==> config.mk <==
export PLATFORM = sky130hd
export DESIGN_NAME = uart_tx_stream
export DESIGN_NICKNAME = d
export VERILOG_FILES = /design/src/rtl/uart_tx_pkg.sv /design/src/rtl/uart_tx_fifo.sv /design/src/rtl/uart_tx_stream.sv
export SDC_FILE = /design/constraint.sdc
export NUM_CORES = 1
export LEC_CHECK = 0
export ABC_AREA = 1
export ABC_CLOCK_PERIOD_IN_PS = 3300
export CORE_UTILIZATION = 51
export DETAILED_ROUTE_END_ITERATION = 6
export PLACE_DENSITY = 0.79
export SLEW_MARGIN = 10
export SYNTH_ARGS = -nofsm -noshare
export SYNTH_HDL_FRONTEND = slang
export SYNTH_SLANG_ARGS = --single-unit
==> constraint.sdc <==
create_clock -name clk -period 3.3 [get_ports clk]
set_input_delay 0.66 -clock clk [delete_from_list [all_inputs] [get_ports clk]]
set_output_delay 0.66 -clock clk [all_outputs]
set_load 0.005 [all_outputs]
==> src/rtl/uart_tx_pkg.sv <==
// Shared types and constants for the streaming UART transmitter.
// The PARITY state exists only when UART_TX_PARITY_EN is defined.
package uart_tx_pkg;

  typedef enum logic [2:0] {
    ST_IDLE,
    ST_START,
    ST_DATA,
`ifdef UART_TX_PARITY_EN
    ST_PARITY,
`endif
    ST_STOP
  } uart_state_e;

  localparam logic UART_IDLE_LEVEL  = 1'b1;
  localparam logic UART_START_LEVEL = 1'b0;

  // Bits needed to hold 0..n-1, never less than one.
  function automatic int cnt_w(input int n);
    return (n <= 2) ? 1 : $clog2(n);
  endfunction

endpackage

==> src/rtl/uart_tx_fifo.sv <==
// Circular byte FIFO feeding the transmitter; no write-to-read bypass.
// Full is reported from the current level, independent of a same-cycle pop.
module uart_tx_fifo
  import uart_tx_pkg::*;
#(
  parameter int DEPTH = 8,
  parameter int WIDTH = 8
) (
  input  logic                       clk,
  input  logic                       reset,
  input  logic                       push,
  input  logic [WIDTH-1:0]           wr_data,
  input  logic                       pop,
  output logic [WIDTH-1:0]           rd_data,
  output logic                       full,
  output logic                       empty,
  output logic [$clog2(DEPTH+1)-1:0] level
);

  localparam int PTR_W = cnt_w(DEPTH);
  localparam int LVL_W = $clog2(DEPTH + 1);
  localparam logic [LVL_W-1:0] DEPTH_L = LVL_W'(DEPTH);

  logic [WIDTH-1:0] mem_q [DEPTH];
  logic [PTR_W-1:0] wr_ptr_q, wr_ptr_d;
  logic [PTR_W-1:0] rd_ptr_q, rd_ptr_d;
  logic [LVL_W-1:0] count_q, count_d;
  logic             push_ok, pop_ok;

  assign full    = (count_q == DEPTH_L);
  assign empty   = (count_q == '0);
  assign level   = count_q;
  assign rd_data = mem_q[rd_ptr_q];
  assign push_ok = push && !full;
  assign pop_ok  = pop && !empty;

  always_comb begin
    wr_ptr_d = wr_ptr_q;
    rd_ptr_d = rd_ptr_q;
    count_d  = count_q;
    if (push_ok) wr_ptr_d = wr_ptr_q + 1'b1;
    if (pop_ok)  rd_ptr_d = rd_ptr_q + 1'b1;
    case ({push_ok, pop_ok})
      2'b10:   count_d = count_q + 1'b1;
      2'b01:   count_d = count_q - 1'b1;
      default: count_d = count_q;
    endcase
  end

  always_ff @(posedge clk or posedge reset) begin
    if (reset) begin
      wr_ptr_q <= '0;
      rd_ptr_q <= '0;
      count_q  <= '0;
    end else begin
      wr_ptr_q <= wr_ptr_d;
      rd_ptr_q <= rd_ptr_d;
      count_q  <= count_d;
    end
  end

  // Storage needs no reset: the level and pointers define what is valid.
  always_ff @(posedge clk) begin
    if (push_ok) mem_q[wr_ptr_q] <= wr_data;
  end

endmodule

==> src/rtl/uart_tx_stream.sv <==
// UART transmitter draining a word FIFO: start, data LSB first, stop bits.
// Optional parity bit is compiled in with UART_TX_PARITY_EN.
module uart_tx_stream
  import uart_tx_pkg::*;
#(
  parameter int CLK_DIV    = 694,
  parameter int DATA_BITS  = 8,
  parameter int STOP_BITS  = 1,
  parameter int DEPTH      = 8,
  parameter int PARITY_ODD = 0
) (
  input  logic                       clk,
  input  logic                       reset,
  input  logic                       io_wr_valid,
  input  logic [DATA_BITS-1:0]       io_wr_data,
  output logic                       io_wr_ready,
  output logic                       io_tx,
  output logic                       io_busy,
  output logic [$clog2(DEPTH+1)-1:0] io_level,
  output logic                       io_frame_done
);

  localparam int CNT_W = cnt_w(CLK_DIV);
  localparam int IDX_W = cnt_w(DATA_BITS);
  localparam logic [CNT_W-1:0] CNT_LOAD  = CNT_W'(CLK_DIV - 1);
  localparam logic [IDX_W-1:0] DATA_LAST = IDX_W'(DATA_BITS - 1);
  localparam logic [IDX_W-1:0] STOP_LAST = IDX_W'(STOP_BITS - 1);

  uart_state_e          state_q, state_d;
  logic [CNT_W-1:0]     cnt_q, cnt_d;
  logic [IDX_W-1:0]     idx_q, idx_d;
  logic [DATA_BITS-1:0] shift_q, shift_d;
  logic                 tx_q, tx_d;
  logic                 busy_q, busy_d;
  logic                 done_q, done_d;
  logic                 bit_end;
  logic                 pop;
  logic                 fifo_full, fifo_empty;
  logic [DATA_BITS-1:0] fifo_rd_data;
`ifdef UART_TX_PARITY_EN
  logic                 par_q, par_d;
`endif

  uart_tx_fifo #(.DEPTH(DEPTH), .WIDTH(DATA_BITS)) u_fifo (
    .clk     (clk),
    .reset   (reset),
    .push    (io_wr_valid),
    .wr_data (io_wr_data),
    .pop     (pop),
    .rd_data (fifo_rd_data),
    .full    (fifo_full),
    .empty   (fifo_empty),
    .level   (io_level)
  );

  assign io_wr_ready   = !fifo_full;
  assign io_tx         = tx_q;
  assign io_busy       = busy_q;
  assign io_frame_done = done_q;
  assign bit_end       = (cnt_q == '0);

  always_comb begin
    state_d = state_q;
    cnt_d   = cnt_q;
    idx_d   = idx_q;
    shift_d = shift_q;
    pop     = 1'b0;
`ifdef UART_TX_PARITY_EN
    par_d   = par_q;
`endif
    if (state_q != ST_IDLE) cnt_d = bit_end ? CNT_LOAD : cnt_q - 1'b1;

    case (state_q)
      ST_IDLE: if (!fifo_empty) begin
        pop     = 1'b1;
        state_d = ST_START;
        cnt_d   = CNT_LOAD;
      end
      ST_START: if (bit_end) begin
        state_d = ST_DATA;
        idx_d   = '0;
      end
      ST_DATA: if (bit_end) begin
        shift_d = shift_q >> 1;
        if (idx_q == DATA_LAST) begin
          idx_d = '0;
`ifdef UART_TX_PARITY_EN
          state_d = ST_PARITY;
`else
          state_d = ST_STOP;
`endif
        end else begin
          idx_d = idx_q + 1'b1;
        end
      end
`ifdef UART_TX_PARITY_EN
      ST_PARITY: if (bit_end) begin
        state_d = ST_STOP;
        idx_d   = '0;
      end
`endif
      ST_STOP: if (bit_end) begin
        if (idx_q == STOP_LAST) begin
          // Chain straight into the next frame when a word is waiting.
          if (!fifo_empty) begin
            pop     = 1'b1;
            state_d = ST_START;
          end else begin
            state_d = ST_IDLE;
          end
        end else begin
          idx_d = idx_q + 1'b1;
        end
      end
      default: state_d = ST_IDLE;
    endcase

    if (pop) begin
      shift_d = fifo_rd_data;
`ifdef UART_TX_PARITY_EN
      par_d   = (^fifo_rd_data) ^ 1'(PARITY_ODD);
`endif
    end

    // Outputs are registered from the next-state view so they align with state_q.
    case (state_d)
      ST_START:  tx_d = UART_START_LEVEL;
      ST_DATA:   tx_d = shift_d[0];
`ifdef UART_TX_PARITY_EN
      ST_PARITY: tx_d = par_d;
`endif
      default:   tx_d = UART_IDLE_LEVEL;
    endcase
    busy_d = (state_d != ST_IDLE);
    done_d = (state_d == ST_STOP) && (cnt_d == '0) && (idx_d == STOP_LAST);
  end

  always_ff @(posedge clk or posedge reset) begin
    if (reset) begin
      state_q <= ST_IDLE;
      cnt_q   <= '0;
      idx_q   <= '0;
      shift_q <= '0;
      tx_q    <= UART_IDLE_LEVEL;
      busy_q  <= 1'b0;
      done_q  <= 1'b0;
`ifdef UART_TX_PARITY_EN
      par_q   <= 1'b0;
`endif
    end else begin
      state_q <= state_d;
      cnt_q   <= cnt_d;
      idx_q   <= idx_d;
      shift_q <= shift_d;
      tx_q    <= tx_d;
      busy_q  <= busy_d;
      done_q  <= done_d;
`ifdef UART_TX_PARITY_EN
      par_q   <= par_d;
`endif
    end
  end

endmodule

# == After elaboration in Yosys (flattened, before gate mapping) ==
# Memory sizes are Yosys's and may differ from the RTL's.
# Index checks and enable logic that the tools add are counted.
# op_classes
n_reduce_logical,18
n_eq_ne,10
add_sub_neg,6
muxes,29
# ops
cell,n
$mux W10,4
$mux W3,11
$mux W8,3
$logic_not A10 Y1,2
$eq A3 B2 Y1 const B,4
$pmux W3 S4,1
$sub A10 B1 Y10 const B,1
$add A3 B1 Y3 const B,3
$logic_not A3 Y1,3
$pmux W3 S3,1
$pmux W4 S2,1
$eq A3 B1 Y1 const B,2
$mux W1,6
$reduce_bool A2 Y1,3
$reduce_bool A3 Y1,2
$add A4 B1 Y4 const B,1
$eq A4 B4 Y1 const B,1
$logic_and A1 B1 Y1,4
$logic_not A4 Y1,1
$pmux W1 S2,2
$sub A4 B1 Y4 const B,1
$eq A3 B3 Y1 const B,1
$eq A2 B1 Y1 const B,1
$eq A2 B2 Y1 const B,1
2 further kinds,3
# word_totals
regBits,37
ram_bits,64
memories,1
# mem_list
memory,depth,width,rd,rd_ports_with_merged_regs,write_ports,line_no,source
u_fifo.mem_q,8,8,1,0,1,uart_tx_fifo.sv:24,logic [WIDTH-1:0] mem_q [DEPTH];

# == Longest topological paths before layout ==
# depth
depth_word,8
ltp_mapped,15
ltp_nobuf,14

# == By module ==
# From an unflattened synthesis, not the netlist that was laid out.
# unflattened
cells_unflattened,578
hier_area_um2,5107.4
# modules_own_cells
mod,cells_per_inst,instances,area_each_um2,seq_area_each_um2
uart_tx_fifo,358,1,3399.5,2172.1
uart_tx_stream,220,1,1707.9,676.9

# == Worst setup path before layout ==
# No wires, ideal clock.
# synth_timing
kind,reg2reg
from,register cnt_q[0]
to,"register u_fifo.count_q[2], in the netlist u_fifo.level[2]"
period_less_slack_ns,2.353
required_ns,3.172
t_arrival_ns,2.225
stages_incl_launch_ff,16
setup_slack_ns,0.947
path_cell_list,dfrtp_1 inv_1 ha_1 nand3_1 nor2_4 nand3_1 nand2_1 nand2_1 inv_2 buf_6 ha_1 xor2_1 ha_1 a21oi_1 xnor2_1 o21ai_0
# synth_between
elab_chain_cells,6
# synth_lines
item,line_no,source
start: declaration,uart_tx_stream.sv:30,"logic [CNT_W-1:0] cnt_q, cnt_d;"
start signal: assignment,uart_tx_stream.sv:152,cnt_q <= cnt_d;
$logic_not A10 Y1 (*),uart_tx_stream.sv:60,assign bit_end = (cnt_q == '0);
$mux W1 (*),uart_tx_stream.sv:102,ST_STOP: if (bit_end) begin
$pmux W1 S2 (*),uart_tx_stream.sv:73,case (state_q)
$logic_and A1 B1 Y1 (*),uart_tx_fifo.sv:35,assign pop_ok = pop && !empty;
net u_fifo.pop_ok,uart_tx_fifo.sv:28,"logic push_ok, pop_ok;"
$eq A2 B1 Y1 / $eq A2 B2 Y1 (equally long branches),uart_tx_fifo.sv:43,"case ({push_ok, pop_ok})"
$pmux W4 S2 / $reduce_bool A2 Y1 (equally long branches),-,
end signal: assignment,uart_tx_fifo.sv:58,count_q <= count_d;
end: declaration,uart_tx_fifo.sv:27,"logic [LVL_W-1:0] count_q, count_d;"
# Mark *: on every way through the listed nets, which the timed path passes. The rest lies on a longest branch.
# A chain may end at the register's enable or synchronous reset.

# == Final worst setup path ==
# layout_timing
from,register cnt_q[0]
to,"register u_fifo.count_q[2], in the netlist u_fifo.level[2]"
# layout_between
elab_chain_cells,6
# layout_lines
item,line_no
$logic_not A10 Y1 (*),uart_tx_stream.sv:60
$mux W1 (*),uart_tx_stream.sv:102
$pmux W1 S2 (*),uart_tx_stream.sv:73
$logic_and A1 B1 Y1 (*),uart_tx_fifo.sv:35
$eq A2 B1 Y1 / $eq A2 B2 Y1 (equally long branches),uart_tx_fifo.sv:43
$pmux W4 S2 / $reduce_bool A2 Y1 (equally long branches),-
# Every way passes the cells marked *; elsewhere a longest branch is shown, timed or not.

==> flow_summary.toml <==
[timing]
finClkSkew_ns = 0.01203
worst_pin_slew_ns = 0.8908
rsz0062_at_grt = "no"
maxSlewViolCount = 0
post-route-period-util_pct = 81.31
setup_viol = 0
slew_headroom_pct = 40.55
fmax_mhz = 372.7
timing.final.crit_period_ns = 2.683
setup_tns_ns = 0
worst_slack_ns = 0.6169
hold_violations = 0

[global_route]
grt_pass1_wl_um = 14580
grt_use_total_pct = 19.71
grt.overflow.total = 0
grt_pass1_vias = 3155
antenna_found_initial = 0
grt_max_degree = 35

[floorplan]
die_y_um = 97.65
rows = 34
initial_core_util_pct = 52.98
io_pins = 19
core_area_um2 = 8806
die_w_um = 97.65
die-area_um2 = 9535

[yosys]
yosys_warnings = 0
syn-cell-area_um2 = 4666
synth_edf_count = 64
avgSynthCellArea_um2 = 10.10
ys_seq_area_share_pct = 61.06
synth.top_cell.area_share_pct = 41.19
ys_types = 40
syn_inst = 462
ys_seq_elements = 101
synthArstFlopShare_pct = 36.63
synth_top_area_cell = "edfxtp_1"
synth_ff_type = "edfxtp_1"
syn_nets = 483
synth_area_leaders = "edfxtp_1 (41%), dfrtp_1 (19%), nand2_1 (7.8%)"

[pwr]
power_density_nw_per_um2 = 760.2
seq_power_share_pct = 45.4
p_total_uw = 3939
combPwrFrac_pct = 34.2
leakage_uw = 0.002124
p_int_uw = 2418
pwr-share-clk_pct = 20.4
switching_share_pct = 38.62
max-vdd-ir-drop_v = 0.0004554
switchingPower_uw = 1521

[worst_setup_path]
worstPathArrival_ns = 2.94
r2r_setup_slack_ns = 0.62
cpMostUsedCell = "ha_1"
crit_start = "cnt_q[0]"
cp_cell_sequence = "inv_1 > ha_1 > nand3_1 > nor2_4 > nand3_1 > nand2_1 > nand2_1 > inv_2 > ha_1 > xor2_1 > ha_1 > a21oi_1 > xnor2_1 > o21ai_0"
r2r_cells = 14
slowest_stage = "dfrtp_1"
crit_type = "flip-flop to flip-flop"
critPathMaxStageDelay_ns = 0.44
critPathLaunchType = "flip-flop"
r2r_start = "cnt_q[0]"
critical_path.endpoint = "u_fifo.level[2]"
end_kind = "flip-flop"
cp_max_fo = 14
r2r_end = "u_fifo.level[2]"
critPathRequiredTime_ns = 3.56

[route]
final_antenna_net_count = 0
drt_iter0_markers = 246
wl_per_cell_um = 14.76
drt-vias-per-instance = 5.538
dr_total_vias = 3323
drcViolationCount = 2
first_pass_iters = 7
wl_um = 8856

[clock_tree]
clockBufferDepth = 2
clk_latency_ns = 0.37
cts_hold_buf = 0
cts_tree = "done"
clkTransAtPathRegs_ns = 0.11
cts_made_buffers = 9
cts_max_level = 3
cts_num_sinks = 101
cts_setup_buffers = 0
cts_resized = 0
cts_root_buf = "clkbuf_8"

[outcome]
status = "complete, but fails checks"
violations = "design-rule violations"

[cells_and_area]
layout-drive-gt1-share_pct = 10.37
syn_to_final_growth_pct = 11.05
fin_util_pct = 58.84
layout_commonest_cell = "nand2_1"
layout_common_cells = "nand2_1 (97), edfxtp_1 (64), nor2_1 (55)"
nets = 508
diodes = 0

[worst_hold_path]
hold_path_class = "flip-flop to flip-flop"

[placement]
pre_cts_ws_ns = 0.6626
routabilityCongestion = 0.8899
portBuffers = 18
hpwl_um = 6157

[flow_run]
drv_cap = 0
power by group through the flow:
stage	registers, uW	clock network (uW)	logic, uW
floorplan	1770	0	989
global placement	1810	0	1290
detailed placement	1820	0	1330
CTS	1790	826	1340
global route	1820	865	1510
finish	1790	805	1350
Yosys cell counts (4+ instances only):
| cell | number |
|---|---|
| xnor2_1 | 4 |
| o21ai_1 | 5 |
| xor2_1 | 5 |
| nand2_2 | 5 |
| ha_1 | 10 |
| edfxtp_1 | 64 |
| a21oi_1 | 8 |
| inv_1 | 40 |
| nor2_1 | 55 |
| o21ai_0 | 36 |
| dfrtp_1 | 36 |
| nor2_4 | 4 |
| inv_2 | 8 |
| o22ai_1 | 13 |
| nand4_1 | 7 |
| o221ai_1 | 6 |
| clkbuf_1 | 4 |
| nand2_1 | 97 |
| buf_2 | 4 |
| nand3_1 | 26 |
area by class of cell:
type                            count  area (um^2)
Clock inverter                      7        93.84
Inverter                           50        188.9
Clock buffer                        9        123.9
Multi-Input combinational cell    300         1558
Tap cell                          108        135.1
Sequential cell                   101         2849
Fill cell                         700         3625
Timing Repair Buffer               25        232.7
registers in the layout, indices dropped and copies added (netlist names):
| register | count |
|---|---|
| u_fifo.mem_q | 64 |
| cnt_q | 10 |
| shift_q | 8 |
| u_fifo.level | 4 |
| idx_q | 3 |
| state_q | 3 |
| u_fifo.rd_ptr_q | 3 |
| u_fifo.wr_ptr_q | 3 |
| io_busy | 1 |
| io_frame_done | 1 |
| io_tx | 1 |
per-layer routing:
layer | GRT usage, % | share of wire [%] | routed length (um) | vias up
met1 | 24.00 | 41 | 3664 | 1579
met2 | 34.48 | 51 | 4532 | 106
li1 | - | - | - | 1616
met5 | 0 | 0 | 0 | -
met3 | 3.525 | 5.3 | 472 | 22
met4 | 8.275 | 2.1 | 187 | 0
cell families after synthesis:
kind of cell               Yosys count  synth area share [%]
adders and majority gates           10                 2.682
AOI/OAI and AO/OA                   77                 9.735
and+or+nand+nor                    203                 19.20
buffers and inverters               61                 5.551
xor gates and xnor gates             9                 1.689
other                                1               0.08037
DFF                                101                 61.06
critical path, delay by kind of cell (launching register included):
| kind | cells | cell delay [ns] |
|---|---|---|
| fa+ha+maj | 3 | 0.63 |
| compound gates | 2 | 0.14 |
| buf+inv | 2 | 0.34 |
| xor+xnor | 2 | 0.44 |
| flops | 1 | 0.44 |
| simple gates | 5 | 0.59 |
worst min path at each step:
stage,startpoint,to,depth (start not counted)
after global routing,u_fifo.level[3],u_fifo.level[3],1
final,u_fifo.level[3],u_fifo.level[3],1
after global placement,shift_q[7],shift_q[7],2
after floorplan,cnt_q[9],cnt_q[9],2
after CTS,u_fifo.wr_ptr_q[0],u_fifo.wr_ptr_q[0],2
after detailed placement,u_fifo.wr_ptr_q[0],u_fifo.wr_ptr_q[0],2
stage by stage:
stage / hold slack [ns] / cells / cell area [um^2]
after floorplan: 0.4812 / 462 / 4666
after global placement: 0.5078 / 584 / 4964
after detailed placement: 0.5196 / 584 / 4964
after CTS: 0.5472 / 600 / 5181
after global routing: 0.5752 / 600 / 5181
final: 0.5464 / 600 / 5181
No activity file was read; power rests on OpenSTA's default activity.
